<file path="src/rtl/hsi_mse_lib_ctrl.sv">
// Scan sequencer for hsi_mse: streams the pixel vector against each library vector,
// then reports the smallest MSE and the index of the first entry that produced it.
module hsi_mse_lib_ctrl #(
    parameter int WORD_WIDTH    = 32,
    parameter int DATA_WIDTH    = 16,
    parameter int DATA_PER_WORD = WORD_WIDTH / DATA_WIDTH,
    parameter int HSI_BANDS     = 128,
    parameter int ELEMENTS      = HSI_BANDS / DATA_PER_WORD,
    parameter int ELEMENTS_ADDR = $clog2(ELEMENTS),
    parameter int LIB_SIZE      = 16,
    parameter int LIB_ADDR      = $clog2(LIB_SIZE)
) (
    input  logic                              clk,
    input  logic                              rst_n,
    input  logic                              start,
    input  logic [LIB_ADDR:0]                 num_refs,
    output logic                              pixel_rd_en,
    output logic [ELEMENTS_ADDR-1:0]          pixel_addr,
    input  logic [WORD_WIDTH-1:0]             pixel_data,
    output logic                              lib_rd_en,
    output logic [LIB_ADDR+ELEMENTS_ADDR-1:0] lib_addr,
    input  logic [WORD_WIDTH-1:0]             lib_data,
    output logic                              mse_start_vctr,
    output logic [WORD_WIDTH-1:0]             mse_element_a,
    output logic [WORD_WIDTH-1:0]             mse_element_b,
    output logic                              mse_element_valid,
    input  logic [WORD_WIDTH-1:0]             mse_in,
    input  logic                              mse_in_valid,
    output logic                              busy,
    output logic                              done,
    output logic [WORD_WIDTH-1:0]             min_mse,
    output logic [LIB_ADDR-1:0]               min_index
);

    typedef enum logic [1:0] {
        S_IDLE,
        S_STREAM,
        S_DRAIN,
        S_DONE
    } state_t;

    localparam logic [LIB_ADDR:0]        LIB_SIZE_C = (LIB_ADDR+1)'(LIB_SIZE);
    localparam logic [ELEMENTS_ADDR-1:0] ELEM_LAST  = ELEMENTS_ADDR'(ELEMENTS - 1);

    state_t                    state_q, state_d;
    logic [LIB_ADDR:0]         n_q, n_d;
    logic [ELEMENTS_ADDR-1:0]  elem_q, elem_d;
    logic [LIB_ADDR-1:0]       ref_q, ref_d;
    logic [LIB_ADDR:0]         cnt_q, cnt_d;
    logic [WORD_WIDTH-1:0]     min_q, min_d;
    logic [LIB_ADDR-1:0]       idx_q, idx_d;
    logic                      vld_q, sov_q;

    logic                      rd_en;
    logic                      elem_wrap;
    logic                      last_rd;
    logic                      collect;
    logic [LIB_ADDR:0]         n_clamp;

    assign rd_en     = (state_q == S_STREAM);
    assign elem_wrap = (elem_q == ELEM_LAST);
    assign last_rd   = rd_en && elem_wrap && ({1'b0, ref_q} == (n_q - 1'b1));
    assign n_clamp   = (num_refs > LIB_SIZE_C) ? LIB_SIZE_C : num_refs;

    // Results past the n-th, or outside an active scan, never touch the minimum.
    assign collect   = ((state_q == S_STREAM) || (state_q == S_DRAIN)) &&
                       mse_in_valid && (cnt_q < n_q);

    always_comb begin
        state_d = state_q;
        n_d     = n_q;
        elem_d  = elem_q;
        ref_d   = ref_q;
        cnt_d   = cnt_q;
        min_d   = min_q;
        idx_d   = idx_q;
        done    = 1'b0;

        case (state_q)
            S_IDLE: begin
                if (start) begin
                    n_d     = n_clamp;
                    min_d   = '1;
                    idx_d   = '0;
                    cnt_d   = '0;
                    elem_d  = '0;
                    ref_d   = '0;
                    state_d = (n_clamp == '0) ? S_DONE : S_STREAM;
                end
            end
            S_STREAM: begin
                if (elem_wrap) begin
                    elem_d = '0;
                    ref_d  = ref_q + 1'b1;
                end else begin
                    elem_d = elem_q + 1'b1;
                end
                if (last_rd) begin
                    ref_d   = '0;
                    state_d = S_DRAIN;
                end
            end
            S_DRAIN: begin
            end
            S_DONE: begin
                done    = 1'b1;
                state_d = S_IDLE;
            end
            default: state_d = S_IDLE;
        endcase

        if (collect) begin
            cnt_d = cnt_q + 1'b1;
            if (mse_in < min_q) begin
                min_d = mse_in;
                idx_d = cnt_q[LIB_ADDR-1:0];
            end
        end

        // Finish the moment the n-th result is counted, even if it lands on the last read.
        if (((state_q == S_STREAM) && last_rd) || (state_q == S_DRAIN)) begin
            if (cnt_d == n_q) begin
                state_d = S_DONE;
            end
        end
    end

    always_ff @(posedge clk or negedge rst_n) begin
        if (!rst_n) begin
            state_q <= S_IDLE;
            n_q     <= '0;
            elem_q  <= '0;
            ref_q   <= '0;
            cnt_q   <= '0;
            min_q   <= '0;
            idx_q   <= '0;
            vld_q   <= 1'b0;
            sov_q   <= 1'b0;
        end else begin
            state_q <= state_d;
            n_q     <= n_d;
            elem_q  <= elem_d;
            ref_q   <= ref_d;
            cnt_q   <= cnt_d;
            min_q   <= min_d;
            idx_q   <= idx_d;
            vld_q   <= rd_en;
            sov_q   <= rd_en && (elem_q == '0);
        end
    end

    // Memory words arrive one cycle after the strobe, aligned with vld_q/sov_q.
    assign pixel_rd_en       = rd_en;
    assign lib_rd_en         = rd_en;
    assign pixel_addr        = elem_q;
    assign lib_addr          = {ref_q, elem_q};
    assign mse_element_a     = pixel_data;
    assign mse_element_b     = lib_data;
    assign mse_element_valid = vld_q;
    assign mse_start_vctr    = sov_q;
    assign busy              = (state_q != S_IDLE);
    assign min_mse           = min_q;
    assign min_index         = idx_q;

endmodule

</file>
<file path="config.mk">
export PLATFORM = sky130hd
export DESIGN_NAME = hsi_mse_lib_ctrl
export DESIGN_NICKNAME = d
export VERILOG_FILES = /design/src/rtl/hsi_mse_lib_ctrl.sv
export SDC_FILE = /design/constraint.sdc
export NUM_CORES = 1
export LEC_CHECK = 0
export ABC_CLOCK_PERIOD_IN_PS = 2700
export BUFFER_PORTS_ARGS = -buffer_cell sky130_fd_sc_hd__buf_2
export CORE_MARGIN = 2
export CORE_UTILIZATION = 25
export CTS_CLUSTER_SIZE = 16
export DETAILED_ROUTE_END_ITERATION = 10
export GPL_TIMING_DRIVEN = 0
export PLACE_DENSITY = 0.57
export SLEW_MARGIN = 10
export SYNTH_ARGS = -nofsm -noshare
export SYNTH_HDL_FRONTEND = slang
export SYNTH_SLANG_ARGS = --single-unit
</file>
<file path="constraint.sdc">
create_clock -name clk -period 2.7 [get_ports clk]
set_input_delay 0.135 -clock clk [delete_from_list [all_inputs] [get_ports clk]]
set_output_delay 0.135 -clock clk [all_outputs]
set_load 0.02 [all_outputs]
</file>
Word-level counts from Yosys, hierarchy flattened
Cells that the tools add are included.
{"block": "word_totals", "elab_cells": 66, "input_bits": 105, "reg_bits": 60}
{"block": "op_classes", "n_reduce_logical": 16, "mux": 26, "n_addsub": 4, "n_eq_ne": 8, "order_cmp": 3}
{"cell": "32-bit two-way mux", "n": 4}
{"cell": "32-bit < comparator", "n": 1}
{"cell": "4-bit two-way mux", "n": 7}
{"cell": "5-bit two-way mux", "n": 4}
{"cell": "6-bit two-way mux", "n": 2}
{"cell": "6-bit one-hot mux with 2 select lines", "n": 1}
{"cell": "2-bit two-way mux", "n": 5}
{"cell": "4-bit one-hot mux with 2 select lines", "n": 1}
{"cell": "6-bit by 1-bit adder with 6-bit output, second input constant", "n": 1}
{"cell": "6-bit equality test, second input constant", "n": 1}
{"cell": "1-bit logical AND", "n": 6}
{"cell": "6-bit zero test", "n": 1}
{"cell": "2-bit one-hot mux with 3 select lines", "n": 1}
{"cell": "5-bit by 1-bit adder with 5-bit output, second input constant", "n": 1}
{"cell": "4-bit by 5-bit equality test with 1-bit output", "n": 1}
{"cell": "5-bit equality test", "n": 1}
{"cell": "5-bit > comparator, second input constant", "n": 1}
{"cell": "5-bit zero test", "n": 1}
{"cell": "5-bit < comparator", "n": 1}
{"cell": "5-bit by 1-bit subtractor with 5-bit output, second input constant", "n": 1}
{"cell": "4-bit by 1-bit adder with 4-bit output, second input constant", "n": 1}
{"cell": "2-bit equality test, second input constant", "n": 2}
{"cell": "2-bit AND reduction", "n": 2}
{"cell": "2-bit nonzero test", "n": 2}
{"cell": "7 further kinds", "n": 8}

Longest topological paths before layout
{"block": "depth", "word_depth": 8, "mapped_depth": 10, "depth_no_buf": 9}

Least setup slack after synthesis
OpenSTA, ideal clock, no wires.
{"block": "synth_timing", "path_kind": "reg-to-reg", "startpoint": "reg min_q[23] (netlist: min_mse[23])", "endpoint": "reg min_q[25] (netlist: min_mse[25])", "stages_incl_launch_ff": 11, "arrival_ps": 2392, "slack_ps": 180, "t_required_ps": 2573, "cell_sequence": "dfrtp_1 inv_1 ha_1 a22o_1 nor4_1 o21ai_0 a311oi_1 nand2_1 a31oi_4 buf_6 mux2_1"}
{"block": "synth_between", "elab_chain_cells": 3}
{"element": "start, declared", "line_no": "50", "text": "logic [WORD_WIDTH-1:0] min_q, min_d;"}
{"element": "start signal, assigned", "line_no": "145", "text": "min_q <= min_d;"}
{"element": "32-bit < comparator", "line_no": "114", "text": "if (mse_in < min_q) begin"}
{"element": "32-bit two-way mux", "line_no": "114"}
{"element": "32-bit two-way mux", "line_no": "112", "text": "if (collect) begin"}
{"element": "net min_d[25]", "line_no": "50"}
The timed path passes the listed nets, and every way through them passes these cells.
A chain may end at the register's enable or synchronous reset.

Worst setup path after layout
{"block": "layout_timing", "startpoint": "reg n_q[4]", "endpoint": "reg min_q[11] (netlist: min_mse[11])"}
{"block": "layout_between", "elab_chain_cells": 3}
{"element": "start, declared", "line_no": "46", "text": "logic [LIB_ADDR:0] n_q, n_d;"}
{"element": "start signal, assigned", "line_no": "141", "text": "n_q <= n_d;"}
{"element": "5-bit < comparator", "line_no": "67", "text": "mse_in_valid && (cnt_q < n_q);"}
{"element": "1-bit logical AND", "line_no": "67"}
{"element": "32-bit two-way mux", "line_no": "112"}
{"element": "net min_d[11]", "line_no": "50"}
The timed path passes the listed nets, and every way through them passes these cells.

==> flow_summary.json <==
{
  "outcome": "completed",
  "yosys.area_share.simple_pct": 13.1,
  "total_power_mw": 4.99,
  "crit_path_end_kind": "flip-flop",
  "synthTopCellsByArea": "dfrtp_1 34%, ha_1 13%, buf_4 12%",
  "p_per_area_mw_per_mm2": 829,
  "io_pins": 227,
  "min_path_cells": 2,
  "crit_required_ps": 2920,
  "power_leakage_nw": 3.26,
  "routed-via-count": 3832,
  "placedCellCount": 860,
  "async_reset_ff_share_pct": 100,
  "clk_path_buf_depth": 2,
  "finClkSkew_ps": 5.81,
  "synth_flop_cell": "dfrtp_1",
  "synthAdderAreaFrac_pct": 12.8,
  "synth_nets": 622,
  "cts_buffers": 9,
  "overflow": 0,
  "drv_slew": 0,
  "hp-class": "input pin to flip-flop",
  "r2r_cells": 11,
  "fin_nets": 810,
  "synthCells": 472,
  "relSlewSlack_pct": 62.5,
  "ys_top_cells_by_count": "71 x buf_4, 60 x dfrtp_1, 57 x nand2_1, 52 x inv_1, 45 x ha_1",
  "yosys.area.top_type": "dfrtp_1",
  "crit_fanout": 6,
  "wl_per_cell_um": 12.5,
  "fp-row-count": 48,
  "whs_endpoint": "min_mse[28]$_DFF_PN0_",
  "avgSynthCellArea_um2": 9.33,
  "drv_cap": 0,
  "cp.arrival_ps": 2810,
  "reg2reg_from": "n_q[4]$_DFFE_PN0P_",
  "synth_top_family_by_area": "buffers and inverters",
  "fin_crit_sh_pct": 95.8,
  "core_mm2": 0.0172,
  "clk_latency_ps": 330,
  "hold_viol_final": 0,
  "setup_violations": 0,
  "clkTransAtPathRegs_ps": 60,
  "start_util_pct": 25.6,
  "drt_iter0_drc": 76,
  "yosysMostFrequentCell": "buf_4",
  "min_period_ps": 2590,
  "post_route_cells_drive_above_1_share_pct": 46.3,
  "yosysWarnings": 0,
  "fp.dieH_um": 137,
  "clock_sinks": 60,
  "clock_tree.root_cell": "clkbuf_16",
  "fp.dieW_um": 137,
  "gp_congestion": 0.809,
  "syn_to_final_growth_pct": 36.5,
  "cts_tree": "done",
  "nFillCells": 1818,
  "post-route-util_pct": 34.9,
  "dr.pass1.iters": 4,
  "synth_top_cell_area_share_pct": 34.1,
  "h-tree-depth": 3,
  "synth_xor_area_share_pct": 2.19,
  "hp-start": "mse_in[28]",
  "synth_edf_count": 0,
  "antenna_found_initial": 0,
  "cp-start-kind": "flip-flop",
  "grt_pass1_vias": 3573,
  "grt_max_degree": 35,
  "yosysSeqAreaShare_pct": 34.1,
  "hpwl_um": 8680,
  "grt_pass1_wl_um": 17500,
  "grt_util_all_layers_pct": 12.1,
  "drcViolationCount": 0,
  "r2r_setup_slack_ps": 110,
  "r2r-end": "min_mse[11]$_DFF_PN0_",
  "worst-setup-path-type": "flip-flop to flip-flop",
  "peakVddDrop_mv": 0.439,
  "syn-cell-area_mm2": 0.00440,
  "fin_cells": 890,
  "synth_mux_area_share_pct": 9.55,
  "port_buffers": 162,
  "fmax_ghz": 0.386,
  "ys_types": 51,
  "drtAntennaViolNets": 0,
  "synth_compound_area_share_pct": 10.5,
  "totalWireLength_um": 11100,
  "antennaDiodeCount": 0,
  "dieArea_mm2": 0.0187,
  "synth-seq-cells": 60,
  "worst_slew_pin_slew_ps": 563,
  "vias_per_cell": 4.31
}
where the power goes:
group / leakage [nW] / internal [mW] / switching, mW
logic: 2.42 / 1.08 / 1.33
registers: 0.698 / 1.21 / 0.193
clock network: 0.144 / 0.737 / 0.438
total: 3.26 / 3.03 / 1.96
per-stage QoR:
stage	TNS, ps	setup slack, ps	hold slack [ps]	instance area, µm²
2_1_floorplan	0	180	-161	4400
3_3_place_gp	-4410	-181	379	5500
3_5_place_dp	-5070	-209	99.8	5520
4_1_cts	0	24.9	13.2	5900
5_1_grt	-78.7	-17.6	27.2	6010
6_report	0	112	38.6	6010
cell type report:
type                            instances  area, µm²  share of cell area (%)
Multi-Input combinational cell        280       2170                    36.1
Sequential cell                        60       1500                    25.0
Timing Repair Buffer                  177        953                    15.9
Buffer                                 80        607                    10.1
Tap cell                              225        282                    4.68
Clock buffer                           10        239                    3.98
Inverter                               52        195                    3.25
Clock inverter                          6       63.8                    1.06
timing repair:
action | in CTS | in global routing
gates resized for setup | 4 | 17
setup buffers | 5 | 7
hold buffers | 1 | 0
pin swaps | 0 | 2
hold endpoints to repair | 26 | 0
gates cloned | 1 | 0
endpoints found under the setup margin | 36 | 36
sequential cells by signal, summed over array words and instances, names as in the netlist:
name               flops
cnt_q                  5
pixel_addr             6
min_mse               32
ref_q                  4
state_q                2
n_q                    5
mse_start_vctr         1
mse_element_valid      1
min_index              4
critical path, stage by stage, from the launching register on:
cell	delay [ps]
dfrtp_1	370
inv_1	90
ha_1	320
nand2_1	70
nand4b_1	140
a21o_4	260
a311oi_2	250
nand2_1	140
a31oi_4	190
buf_12	160
buf_4	150
mux2_2	330
kinds of logic after synthesis:
logic type | count (synthesis)
fa+ha+maj | 45
simple gates | 119
xor+xnor | 11
mux | 38
buf+inv | 132
compound gates | 67
flops | 60
per-layer routing:
metal	up-vias	global-route usage [%]	part of all wire (%)
met2	168	20.0	46
met3	5	3.89	9.0
met4	0	2.95	0.78
li1	1911	-	-
met1	1748	15.2	45
met5	-	0	0
cells in the final DEF, fill, tap and decap left out, types with 6 or more instances in the layout:
| cell type | count |
|---|---|
| buf_2 | 161 |
| buf_4 | 84 |
| dfrtp_1 | 59 |
| nand2_1 | 57 |
| inv_1 | 51 |
| ha_1 | 44 |
| mux2_2 | 26 |
| o21ai_0 | 14 |
| a21oi_1 | 13 |
| nand3_1 | 12 |
| nor2_1 | 10 |
| a21o_1 | 10 |
| clkbuf_16 | 9 |
| xnor2_1 | 7 |
| clkbuf_1 | 6 |
| mux2i_1 | 6 |
| nand4_1 | 6 |
| mux2_1 | 6 |
worst max-delay path by stage:
stage	slack, ps	cells past startpoint	endpoint	from
floorplan	180	10	min_mse[25]$_DFF_PN0_	min_mse[23]$_DFF_PN0_
global placement	-180	10	min_mse[10]$_DFF_PN0_	n_q[2]$_DFFE_PN0P_
detailed placement	-210	10	min_mse[29]$_DFF_PN0_	n_q[2]$_DFFE_PN0P_
CTS	20	9	state_q[0]$_DFF_PN0_	n_q[0]$_DFFE_PN0P_
global route	-20	11	min_mse[7]$_DFF_PN0_	min_mse[11]$_DFF_PN0_
finish	110	11	min_mse[11]$_DFF_PN0_	n_q[4]$_DFFE_PN0P_
No activity file was read; power rests on OpenSTA's default activity.
